`src/rtl/sequence_detect_param.sv`:
```
`default_nettype none
// ============================================================================
// Module      : sequence_detect_param
// Description : Serial sequence detector. It compares a serial bit stream
//               against a runtime-loadable pattern with a per-bit
//               don't-care mask. It supports overlapping or non-overlapping
//               detection, emits a one-cycle detection pulse and keeps a
//               saturating match counter.
// Revision    : 1.0 - initial release
// ============================================================================
module sequence_detect_param #(
    parameter int                   SEQ_WIDTH = 8,
    parameter int                   CNT_WIDTH = 16,
    parameter logic [SEQ_WIDTH-1:0] PAT_INIT  = 8'b1001_0110
) (
    input  logic                 clk,
    input  logic                 Reset,
    input  logic                 enable,
    input  logic                 data_valid,
    input  logic                 data,
    input  logic                 pattern_load,
    input  logic [SEQ_WIDTH-1:0] pattern_in,
    input  logic [SEQ_WIDTH-1:0] mask_in,
    input  logic                 overlap,
    input  logic                 count_clr,
    output logic                 detected,
    output logic [CNT_WIDTH-1:0] match_count,
    output logic                 armed
);

    localparam int                   FILL_W    = $clog2(SEQ_WIDTH + 1);
    localparam logic [FILL_W-1:0]    FILL_FULL = FILL_W'(SEQ_WIDTH);
    localparam logic [CNT_WIDTH-1:0] CNT_MAX   = {CNT_WIDTH{1'b1}};

    typedef enum logic [1:0] {
        IDLE = 2'd0,
        FILL = 2'd1,
        HUNT = 2'd2
    } state_t;

    state_t                 state_q,    state_d;
    logic [SEQ_WIDTH-1:0]   window_q,   window_d;
    logic [FILL_W-1:0]      fill_q,     fill_d;
    logic [SEQ_WIDTH-1:0]   pattern_q,  pattern_d;
    logic [SEQ_WIDTH-1:0]   mask_q,     mask_d;
    logic [CNT_WIDTH-1:0]   count_q,    count_d;
    logic                   detected_q, detected_d;
    logic                   armed_q,    armed_d;

    // Window after accepting the current bit, the saturated fill, and the hit flag
    logic [SEQ_WIDTH-1:0]   window_n;
    logic [FILL_W-1:0]      fill_n;
    logic                   hit;

    // State register; asynchronous active-low reset drops any partial window
    always_ff @(posedge clk or negedge Reset) begin
        if (!Reset) begin
            state_q    <= IDLE;
            window_q   <= '0;
            fill_q     <= '0;
            pattern_q  <= PAT_INIT;
            mask_q     <= '1;
            count_q    <= '0;
            detected_q <= 1'b0;
            armed_q    <= 1'b0;
        end else begin
            state_q    <= state_d;
            window_q   <= window_d;
            fill_q     <= fill_d;
            pattern_q  <= pattern_d;
            mask_q     <= mask_d;
            count_q    <= count_d;
            detected_q <= detected_d;
            armed_q    <= armed_d;
        end
    end

    // Next-state: window shifting, hit evaluation, pattern load, counter update
    always_comb begin
        state_d    = state_q;
        window_d   = window_q;
        fill_d     = fill_q;
        pattern_d  = pattern_q;
        mask_d     = mask_q;
        count_d    = count_q;
        detected_d = 1'b0;
        hit        = 1'b0;

        // The newest bit enters at the MSB so the oldest bit sits at [0]
        window_n = {data, window_q[SEQ_WIDTH-1:1]};
        fill_n   = (fill_q == FILL_FULL) ? FILL_FULL : fill_q + FILL_W'(1);

        // A load is captured even while disabled
        if (pattern_load) begin
            pattern_d = pattern_in;
            mask_d    = mask_in;
        end

        if (!enable) begin
            // The bit on the disabling cycle is discarded
            state_d  = IDLE;
            window_d = '0;
            fill_d   = '0;
        end else if (pattern_load) begin
            // A partial window never mixes with a new pattern
            state_d  = FILL;
            window_d = '0;
            fill_d   = '0;
        end else if (state_q == IDLE) begin
            state_d = FILL;
        end else if (data_valid) begin
            hit = (fill_n == FILL_FULL) &&
                  (((window_n ^ pattern_q) & mask_q) == '0);
            if (hit && !overlap) begin
                // The next detection needs a completely fresh window
                state_d  = FILL;
                window_d = '0;
                fill_d   = '0;
            end else begin
                window_d = window_n;
                fill_d   = fill_n;
                state_d  = (fill_n == FILL_FULL) ? HUNT : FILL;
            end
        end

        if (hit) begin
            detected_d = 1'b1;
            if (count_q != CNT_MAX) begin
                count_d = count_q + CNT_WIDTH'(1);
            end
        end

        // The clear wins over a coincident hit
        if (count_clr) begin
            count_d = '0;
        end

        armed_d = (state_d == HUNT);
    end

    assign detected    = detected_q;
    assign match_count = count_q;
    assign armed       = armed_q;

endmodule
`default_nettype wire

```
`config.mk`:
```
export PLATFORM = sky130hd
export DESIGN_NAME = sequence_detect_param
export DESIGN_NICKNAME = d
export VERILOG_FILES = /design/src/rtl/sequence_detect_param.sv
export SDC_FILE = /design/constraint.sdc
export NUM_CORES = 1
export LEC_CHECK = 0
export BUFFER_PORTS_ARGS = -buffer_cell sky130_fd_sc_hd__buf_2
export CORE_UTILIZATION = 55
export DETAILED_ROUTE_END_ITERATION = 6
export HOLD_SLACK_MARGIN = 0.05
export PLACE_DENSITY = 0.79
export SETUP_SLACK_MARGIN = 0.5
export SLEW_MARGIN = 5
export SYNTH_ARGS = -nofsm -noshare
export SYNTH_HDL_FRONTEND = slang
export SYNTH_SLANG_ARGS = --single-unit
export TNS_END_PERCENT = 30
```
`constraint.sdc`:
```
create_clock -name clk -period 2.7 [get_ports clk]
set_clock_uncertainty 0.1 [all_clocks]
set_input_delay 0 -clock clk [delete_from_list [all_inputs] [get_ports clk]]
set_output_delay 0 -clock clk [all_outputs]
set_load 0.01 [all_outputs]
```
==> results of run 1 <==
Yosys cell counts, types with 2 or more instances:
cell type  count  share of area
nor2b_1        2         0.0056
nor2_1        12          0.020
nand4_1        2         0.0056
dfstp_2       12           0.14
mux2_2        16          0.080
inv_1          3         0.0050
ha_1           3          0.017
and2_1         3         0.0083
nand2_1       15          0.025
a211oi_1       2         0.0067
nand3_1       10          0.022
nand2b_1       2         0.0056
or4_1          2         0.0067
o21ai_0        5          0.011
mux2i_1        2         0.0089
clkbuf_1       4         0.0067
xor2_1        13          0.051
a22oi_1        4          0.013
a21oi_1       13          0.029
o31ai_1        2         0.0067
dfrtp_1       35           0.39
xnor2_1        2         0.0078
and3_1         6          0.017
a22o_1         7          0.027
o21ai_1        3         0.0067
or3_1          6          0.017
kinds of logic (layout without fill, tap and decap cells):
group / Yosys count / after routing / synth area share
simple gates: 67 / 68 / 0.164
flops: 47 / 47 / 0.529
compound gates: 42 / 42 / 0.122
mux: 19 / 19 / 0.0938
xor+xnor: 15 / 15 / 0.0583
buf+inv: 8 / 85 / 0.0167
fa+ha+maj: 3 / 3 / 0.0167
per-layer routing:
metal	global-route usage	share of wire	vias up
li1	-	-	884
met1	0.334	0.46	921
met2	0.429	0.49	48
met3	0.0500	0.041	8
met4	0.0878	0.012	0
met5	0	0	-
final timing paths:
check | from | end | slack (ps) | cells past startpoint
max | fill_q[0] | match_count[8] | 370 | 8
min | overlap | fill_q[3] | 60 | 5
max reg2reg | fill_q[0] | match_count[8] | 370 | 8
min reg2reg | pattern_q[6] | pattern_q[6] | 440 | 1
max in group asynchronous | Reset | match_count[0] | 1490 | 2
min in group asynchronous | Reset | fill_q[2] | 320 | 2
cell type report:
class	instances	area (sq um)	area share
Inverter	3	11.3	0.00375
Tap cell	48	60.1	0.0200
Multi-Input combinational cell	147	1120	0.372
Sequential cell	47	1190	0.398
Timing Repair Buffer	74	517	0.172
Clock buffer	8	100	0.0334
power groups by stage:
| stage | logic [W] | clock network (W) | registers, W |
|---|---|---|---|
| 4_1_cts | 0.000139 | 0.000465 | 0.000762 |
| 3_3_place_gp | 0.000110 | 0 | 0.000774 |
| 3_5_place_dp | 0.000113 | 0 | 0.000776 |
| 6_report | 0.000143 | 0.000454 | 0.000764 |
| 2_1_floorplan | 0.0000700 | 0 | 0.000770 |
| 5_1_grt | 0.000160 | 0.000489 | 0.000768 |
metrics by stage:
stage | hold WS [ps] | cell area, sq um
6_report | 64.0 | 3000
4_1_cts | 115 | 2900
5_1_grt | 100 | 3000
3_5_place_dp | 125 | 2500
2_1_floorplan | -396 | 2260
3_3_place_gp | 126 | 2500
worst max-delay path: cells and delay by family, from the launching register on:
kind,cells,cell delay (ps)
AO/OA/AOI/OAI,2,420
XOR/XNOR,1,120
adder cells (fa/ha/maj),1,220
AND/OR/NAND/NOR,4,970
flip-flops,1,430
state kept, by name, summed over array words and instances (netlist names):
name / flops
mask_q: 8
state_q: 2
match_count: 16
pattern_q: 8
window_q: 7
detected: 1
armed: 1
fill_q: 4
what timing repair did:
item | CTS | global route
gates cloned | 1 | 0
endpoints found under the setup margin | 16 | 24
hold buffers | 21 | 0
resized for setup | 5 | 19
setup buffers | 8 | 4
endpoints found under the hold margin | 69 | 0
pin swaps | 6 | 6
placed cells by master (no fill, tap or decap), types with 2 or more instances in the layout:
master,instances
o21ai_1,4
inv_1,2
mux2_2,16
o21ai_0,4
dfstp_2,12
a22o_1,7
mux2i_1,2
a21oi_1,11
or3_4,2
a211oi_1,2
buf_4,9
xor2_1,13
dfrtp_2,3
dlygate4sd3_1,21
a21oi_2,2
nor2_1,11
and2_1,2
buf_2,41
clkbuf_8,7
and3_1,4
and3_4,2
nand3_1,10
ha_2,2
a22oi_1,4
nand2_1,15
buf_6,3
nand2b_1,2
nor2b_1,2
or3_1,4
dfrtp_1,32
nand4_1,2
nand3_4,2
==> results by group, run 1 <==
Status
  – Outcome: finished, final reports clean

Setup path
  – Crit-path max FO: 8
  – Crit start category: flop
  – CP peak stage delay: approximately 520 ps
  – Cell chain of the critical path: ha_2 -> xnor2_2 -> nand2_1 -> a211o_1 -> nor3_4 -> nand3_4 -> or4_4 -> a21oi_2
  – Crit path DAT: 2450 ps
  – CP max-delay cell: or4_4
  – Setup CP Type: reg2reg
  – Worst setup EP type: flop
  – Critical path required time: roughly 2800 ps

GRT
  – Vias in the first global route: roughly 1,800
  – Initial antenna violation count: 0
  – First-pass GRT wire length: between 8000 and 9000 microns
  – Total track usage: 0.257
  – Largest net degree at the start of global routing: 48
  – GRT Residual Overflow: 0

Routing
  – Via Count: between 1,500 and 2,000
  – Wire per inst: between 15 and 20 microns
  – DRT iter0 DRCs: ~140
  – Drt first pass iters: 4
  – Total Routed Length: ~5100 microns
  – Remaining antenna violation count: 0
  – # DRC: 0
  – Drt via density: between 5 and 6

Yosys
  – Ys flop type: dfrtp_1
  – Mapped Cells: approximately 200
  – Syn_area_per_cell: around 11 sq um
  – Syn. warnings: 0
  – Distinct cell type count after synthesis: a little over 40
  – Register area share after synthesis: 0.529
  – Post-synthesis register bit count: 47
  – Syn Nets: between 200 and 250
  – Mapped Area: between 2000 and 2500 sq um
  – Post-synth EDFFs: 0
  – Post-synth ARST share: 1.00

Die
  – I/O pin cnt: 42
  – Initial Utilization: 0.593
  – Die width: 66.0 microns
  – # rows: 22
  – Die height: 66.0 microns
  – Die area: ~4400 sq um
  – Core Box Area: 3800 sq um

Pwr
  – Cell Int Power: roughly 0.0011 W
  – Sequential fraction of design power: 0.561
  – Lkg Pwr: around 1.4 nW
  – Peak VDD IR: between 0.3 and 0.4 mV
  – Clock network fraction of design power: 0.333
  – P_sw: ~0.00031 W
  – Switching Fraction: 0.226
  – Power Total: ~0.0014 W
  – Power per standard cell area: ~450 nW/um^2
  – Combinational group share of total power: 0.105

Timing
  – F_max: around 0.43 GHz
  – Unrepaired setup endpoints after global routing: true
  – Minimum clock period: about 2300 ps
  – # setup viols final: 0
  – Worst-Margin Slew: just over 1000 ps
  – Final TNS setup: 0 ps
  – Setup ws final: 370 ps
  – Worst slew margin: 0.324
  – Hold Fails Final Rpt: 0
  – Final Max Slew Viols: 0
  – Crit share post-route: 0.863

Place
  – Placer Congestion: roughly 0.86
  – IO Port Bufs: 41
  – Placed insts: 285
  – Hpwl dp: a little under 3000 microns
  – DP Worst Slack: ~270 ps

Finish
  – Diode count: 0
  – Layout cells sized above 1: 0.405
  – Area delta synth->final: 33.1%
  – FILL cells: 226
  – Final core utilization: 0.790
  – NumNets Final: approximately 310
  – Final Non-Filler Cells: between 300 and 400

Min path
  – Worst Hold Class: in2reg

Clock tree
  – Htree depth: 2
  – CTS clk-pin slew, worst paths: about 80 ps
  – Number of CTS-inserted buffers: 5
  – Clk root buf: clkbuf_8
  – CTS tree: yes
  – TritonCTS Sinks: between 40 and 50
  – Clock Latency Late Sink: about 290 ps
  – Clock Path Buffers: 2

Job
  – Max-cap check violation count: 0
No activity file was read; power rests on OpenSTA's default activity.
==> inputs of run 2 (changes only) <==
- ABC_AREA: default -> 1
- CORE_ASPECT_RATIO: default -> 0.8
- CORE_UTILIZATION: 55 -> 56
==> results by group, run 2 <==
Status
  – Outcome: finished, final reports clean

Pwr
  – Power per standard cell area: approximately 430 nW/um^2
  – Clock network fraction of design power: 0.337
  – Cell Int Power: about 0.0011 W
  – Switching Fraction: 0.243
  – Peak VDD IR: 0.331 mV
  – Sequential fraction of design power: 0.548
  – P_sw: around 0.00034 W
  – Combinational group share of total power: 0.115
  – Lkg Pwr: ~1.6 nW

Yosys
  – Mapped Cells: between 300 and 400
  – Main combinational cell family by area after synthesis: simple AND/OR/NAND/NOR gates
  – Xor/xnor share of the synthesized area: 0.0406
  – Synth Area in Compound Gates: 0.0421
  – Post-synth ARST share: 1.00
  – Count leader, synth: nand2_1
  – Adder-cell share of the synthesized area: 0.0145
  – Syn. warnings: 0
  – Distinct cell type count after synthesis: 30
  – Mux contribution to synthesized area: 0.0348
  – Syn_area_per_cell: 8.34 sq um
  – Mapped Area: roughly 2600 sq um
  – Synth top cells by count: nand2_1, nand3_1, dfrtp_1, inv_1, nor2_1
  – Yosys top cell area share: 0.339
  – Syn Nets: about 340
  – Synth Area in Simple Gates: 0.326
  – Post-synth top area cell: dfrtp_1
  – Ys flop type: dfrtp_1
  – Register area share after synthesis: 0.461
  – Post-synth EDFFs: 0
  – Main area contributors after synthesis: dfrtp_1, dfstp_2, nand2_1
  – Post-synthesis register bit count: 47

GRT
  – GRT Residual Overflow: 0
  – First-pass GRT wire length: 10,100 microns
  – Initial antenna violation count: 0
  – Largest net degree at the start of global routing: 41
  – Total track usage: 0.272
  – Vias in the first global route: between 2,000 and 2,500

Setup path
  – Worst reg2reg endpoint: match_count[4]
  – Worst path depth: 10
  – Cell chain of the critical path: ha_1 -> nand2_2 -> nor3_4 -> nand2_2 -> nor2_4 -> nand4_4 -> nand2_8 -> nand2_4 -> nand2_2 -> nand2_1
  – Crit-path max FO: 18
  – Crit start category: flop
  – Top delay family on crit path: simple AND/OR/NAND/NOR gates
  – Worst path bufs/invs: 0
  – Worst r2r path cells: 10
  – CP max-delay cell: dfrtp_1
  – Crit path DAT: 2110 ps
  – Crit-path most repeated cell: nand2_2
  – Worst setup EP type: flop
  – Critical R2R Launch: match_count[0]
  – CP peak stage delay: roughly 450 ps
  – Setup CP Type: reg2reg
  – R2R Setup Slk: around 670 ps
  – Critical path required time: 2790 ps

Place
  – Placed insts: around 400
  – Placer Congestion: 0.862
  – Hpwl dp: approximately 3800 microns
  – IO Port Bufs: between 40 and 50

Finish
  – Max reg flops: 16
  – Layout cells sized above 1: 0.244
  – NumNets Final: 411
  – Diode count: 0
  – Most common cell after layout, fill and taps aside: nand2_1
  – Area delta synth->final: 25.5%
  – Final Non-Filler Cells: ~440
  – Most frequent cells in the layout: nand2_1, buf_2, nand3_1

Clock tree
  – Clk root buf: clkbuf_8
  – Number of CTS-inserted buffers: 5
  – CTS clk-pin slew, worst paths: about 80 ps
  – CTS tree: yes
  – Clock Path Buffers: 2
  – Htree depth: 2
  – TritonCTS Sinks: 47
  – Clock Latency Late Sink: a little over 300 ps

Die
  – Die area: slightly below 5000 sq um
  – I/O pin cnt: 42
  – Initial Utilization: 0.600
  – # rows: 21
  – Die height: around 63 microns
  – Die width: slightly below 80 microns
  – Core Box Area: 4310 sq um

Routing
  – Drt first pass iters: 5
  – Drt via density: 5.29
  – Remaining antenna violation count: 0
  – Wire per inst: around 14 microns
  – Via Count: around 2,300
  – # DRC: 0
  – Total Routed Length: ~6000 microns
  – DRT iter0 DRCs: 241

Timing
  – Unrepaired setup endpoints after global routing: false
  – Crit share post-route: 0.750
  – Final TNS setup: 0 ps
  – Final Max Slew Viols: 0
  – Worst slew margin: 0.422
  – Hold Fails Final Rpt: 0
  – F_max: about 0.49 GHz
  – Minimum clock period: between 2000 and 2500 ps
  – # setup viols final: 0
  – Worst-Margin Slew: approximately 870 ps

Min path
  – Worst hold endpoint: pattern_q[6]
  – Min-Delay Path Depth: 3
  – Worst Hold Class: in2reg
  – Critical hold path startpoint: pattern_load

Job
  – Max-cap check violation count: 0
-- run 2: cell types whose count changed after synthesis, moves of 4 or more --
cell,change
and3_1,-6
inv_1,+32
nand2_2,+6
a22oi_1,-4
nand2_1,+61
or3_1,-6
mux2_2,-8
a22o_1,-7
o21ai_0,+12
nor2_1,+13
a21oi_1,-12
nand3_1,+30
nand4_1,+6
-- run 2: worst max path at each step --
stage / start / end
2_1_floorplan: match_count[0] / match_count[14]
3_3_place_gp: match_count[0] / match_count[14]
3_5_place_dp: match_count[0] / match_count[14]
4_1_cts: match_count[0] / match_count[14]
5_1_grt: fill_q[0] / match_count[12]
6_report: match_count[0] / match_count[4]
-- run 2: cell type report --
class / count / area, sq um
clock buffer: 8 / 100
sequential: 47 / 1190
tap: 57 / 71.3
multi-input combinational: 218 / 1210
timing repair buffer: 75 / 531
inverter: 37 / 139
fill: 320 / 1060
-- run 2: kinds of logic (layout without fill, tap and decap cells) --
family          count (synthesis)  count (layout)
simple gates                  173             174
fa+ha+maj                       3               3
flops                          47              47
compound gates                 21              21
mux                             8               8
xor+xnor                       12              12
buf+inv                        46             120
-- run 2: power by group through the flow --
stage	sequential (W)	combinational, W	clock, W
3_5_place_dp	0.000773	0.000122	0
6_report	0.000760	0.000160	0.000467
4_1_cts	0.000760	0.000153	0.000479
2_1_floorplan	0.000768	0.0000769	0
3_3_place_gp	0.000771	0.000118	0
5_1_grt	0.000763	0.000178	0.000511
-- run 2: what timing repair did --
item / CTS / global route
hold buffers: 28 / 0
endpoints found under the setup margin: 0 / 19
gates resized for setup: 0 / 3
setup buffers: 0 / 4
endpoints found under the hold margin: 61 / 0
-- run 2: metal layers --
layer  up-vias  share of wire  global-route usage
li1       1152              -                   -
met1      1113           0.46               0.357
met2        66           0.48               0.455
met3         7          0.048              0.0569
met4         0          0.012              0.0833
met5         -              0                   0
-- run 2: worst reg2reg max path, cell delays in order, from the launching register on --
cell	delay [ps]
dfrtp_1	450
ha_1	220
nand2_2	90
nor3_4	230
nand2_2	110
nor2_4	110
nand4_4	140
nand2_8	190
nand2_4	120
nand2_2	100
nand2_1	60
-- run 2: through the flow --
step	worst slack (ps)	hold WS [ps]	area, sq um	total power, W	util
after floorplan	818	-396	2590	0.000845	-
after global placement	696	69.6	2810	0.000889	0.651
after detailed placement	641	72.1	2810	0.000895	0.651
after CTS	610	68.0	3190	0.00139	0.739
after global routing	475	124	3250	0.00145	0.753
final	675	92.1	3250	0.00139	0.753
==> inputs of run 3 (changes only) <==
- ABC_AREA: 1 -> 0
- CORE_UTILIZATION: 56 -> 55
- clock period: 2.7 -> 2.04 ns (I/O delays scaled with it)
==> results by group, run 3 (synthesis gave the netlist of run 1 again) <==
Place
  – Placer Congestion: slightly above 0.8
  – Post-placement cell area: 2700 sq um
  – Hpwl dp: 3250 microns
  – IO Port Bufs: 41

GRT
  – First-pass GRT wire length: 9560 microns
  – Total track usage: 0.301
  – Initial antenna violation count: 0
  – Largest net degree at the start of global routing: 34
  – Vias in the first global route: 2,043
  – GRT Residual Overflow: 0

Pwr
  – Peak VDD IR: between 0.4 and 0.5 mV
  – Power Total: between 0.0015 and 0.002 W
  – Power per standard cell area: between 500 and 600 nW/um^2
  – Lkg Pwr: about 1.5 nW

Clock tree
  – Clock Latency Late Sink: 310 ps
  – CTS clk-pin slew, worst paths: roughly 90 ps
  – Clk root buf: clkbuf_8
  – Clock Path Buffers: 2
  – CTS tree: yes
  – TritonCTS Sinks: 47
  – Htree depth: 2
  – Number of CTS-inserted buffers: 5

Finish
  – Diode count: 0
  – Final core utilization: 0.851
  – NumNets Final: between 300 and 400
  – Most frequent cells in the layout: buf_2, dfrtp_1, buf_4
  – Area delta synth->final: 45.5%
  – Final Cell Area: 3280 sq um
  – Layout cells sized above 1: 0.462
  – Max reg flops: 16
  – Most common cell after layout, fill and taps aside: buf_2

Status
  – Violations in the final reports: negative setup slack
  – Outcome: finished, violations left

Setup path
  – Setup CP Type: reg2reg
  – CP peak stage delay: 450 ps
  – Critical R2R Launch: fill_q[1]
  – CP max-delay cell: dfrtp_2
  – Critical path required time: 2190 ps
  – Worst r2r path cells: 10
  – Worst reg2reg endpoint: match_count[3]
  – Cell chain of the critical path: ha_4 -> xnor2_2 -> nand2_1 -> a211o_1 -> nor3_4 -> buf_4 -> buf_6 -> nand3_4 -> or3_4 -> a21oi_2
  – Crit path DAT: 2610 ps
  – R2R Setup Slk: -420 ps
  – Crit-path max FO: 4
  – Worst setup EP type: flop
  – Crit start category: flop

Routing
  – Drt via density: between 5 and 6
  – Drt first pass iters: 4
  – Via Count: 2,067
  – # DRC: 0
  – DRT iter0 DRCs: approximately 130
  – Remaining antenna violation count: 0
  – Total Routed Length: between 6000 and 7000 microns
  – Wire per inst: approximately 17 microns

Timing
  – Final Max Slew Viols: 0
  – Crit share post-route: 1.21
  – # setup viols final: 25
  – Minimum clock period: approximately 2500 ps
  – F_max: 0.406 GHz
  – Setup ws final: -422 ps
  – Worst-Margin Slew: ~630 ps
  – Unrepaired setup endpoints after global routing: true
  – Hold Fails Final Rpt: 0
  – Worst slew margin: 0.579

Die
  – Initial Utilization: 0.585
  – # rows: 20
  – Die width: 73.6 microns
  – Die area: 4360 sq um
  – I/O pin cnt: 42
  – Die height: 59.3 microns
  – Core Box Area: approximately 3900 sq um

Job
  – Max-cap check violation count: 0

Min path
  – Worst Hold Class: in2async
[run 3: cell count changes in the layout (fill, tap and decap cells not counted), moves of 5 or more]
cell / delta
a21oi_2: +5
nand2_2: -6
a21oi_1: +7
buf_6: +6
a22o_1: +7
dlygate4sd3_1: -5
nor2_1: -12
nand3_1: -31
nand2_1: -61
mux2_2: +8
o21ai_0: -13
nand4_1: -6
inv_1: -32
buf_4: +23
[run 3: what timing repair did]
item / in CTS / in global routing
buffers inserted: 5 / 4
hold endpoints to repair: 73 / 0
gates resized for setup: 6 / 27
pin swaps: 2 / 10
hold buffers: 24 / 0
endpoints found under the setup margin: 28 / 29
cloned: 1 / 0
[run 3: critical path, delay by kind of cell, from the launching register on]
kind,cells,cell delay (ps)
AOI/OAI and AO/OA,2,450
xor gates and xnor gates,1,130
adders and majority gates,1,190
buffers and inverters,2,240
DFF,1,450
and+or+nand+nor,4,830
[run 3: power by group]
part	switching [W]	leakage [nW]	internal, W
Clock	0.000330	0.0581	0.000365
Sequential	0.0000255	0.600	0.000985
Combinational	0.000101	0.852	0.000104
Total	0.000456	1.51	0.00145
[run 3: per-stage QoR]
stage	worst slack (ps)	setup TNS, ps	hold slack [ps]	instances
final	-422	-7080	71.4	360
after global routing	-489	-9720	86.1	360
after CTS	-246	-3280	15.3	356
after detailed placement	-241	-2320	-185	318
after global placement	-165	-1070	-189	318
after floorplan	-202	-651	-396	201
[run 3: worst max-delay path by stage]
stage | to | slack [ps] | from
after detailed placement | match_count[10] | -240 | fill_q[1]
after global placement | match_count[9] | -170 | fill_q[0]
after CTS | match_count[9] | -250 | fill_q[1]
after floorplan | match_count[9] | -200 | fill_q[0]
after global routing | match_count[3] | -490 | fill_q[1]
final | match_count[3] | -420 | fill_q[1]
[run 3: layer usage]
layer | GRT usage | routed length [microns] | vias up
met1 | 0.381 | 2570 | 1013
li1 | - | - | 944
met5 | 0 | 0 | -
met4 | 0.118 | 182 | 0
met2 | 0.494 | 3020 | 87
met3 | 0.0816 | 361 | 23
[run 3: area by class of cell]
| type | count | area, sq um |
|---|---|---|
| Sequential cell | 47 | 1190 |
| Multi-Input combinational cell | 147 | 1160 |
| Timing Repair Buffer | 100 | 733 |
| Fill cell | 219 | 574 |
| Clock buffer | 5 | 68.8 |
| Tap cell | 55 | 68.8 |
| Clock inverter | 3 | 43.8 |
| Inverter | 3 | 11.3 |
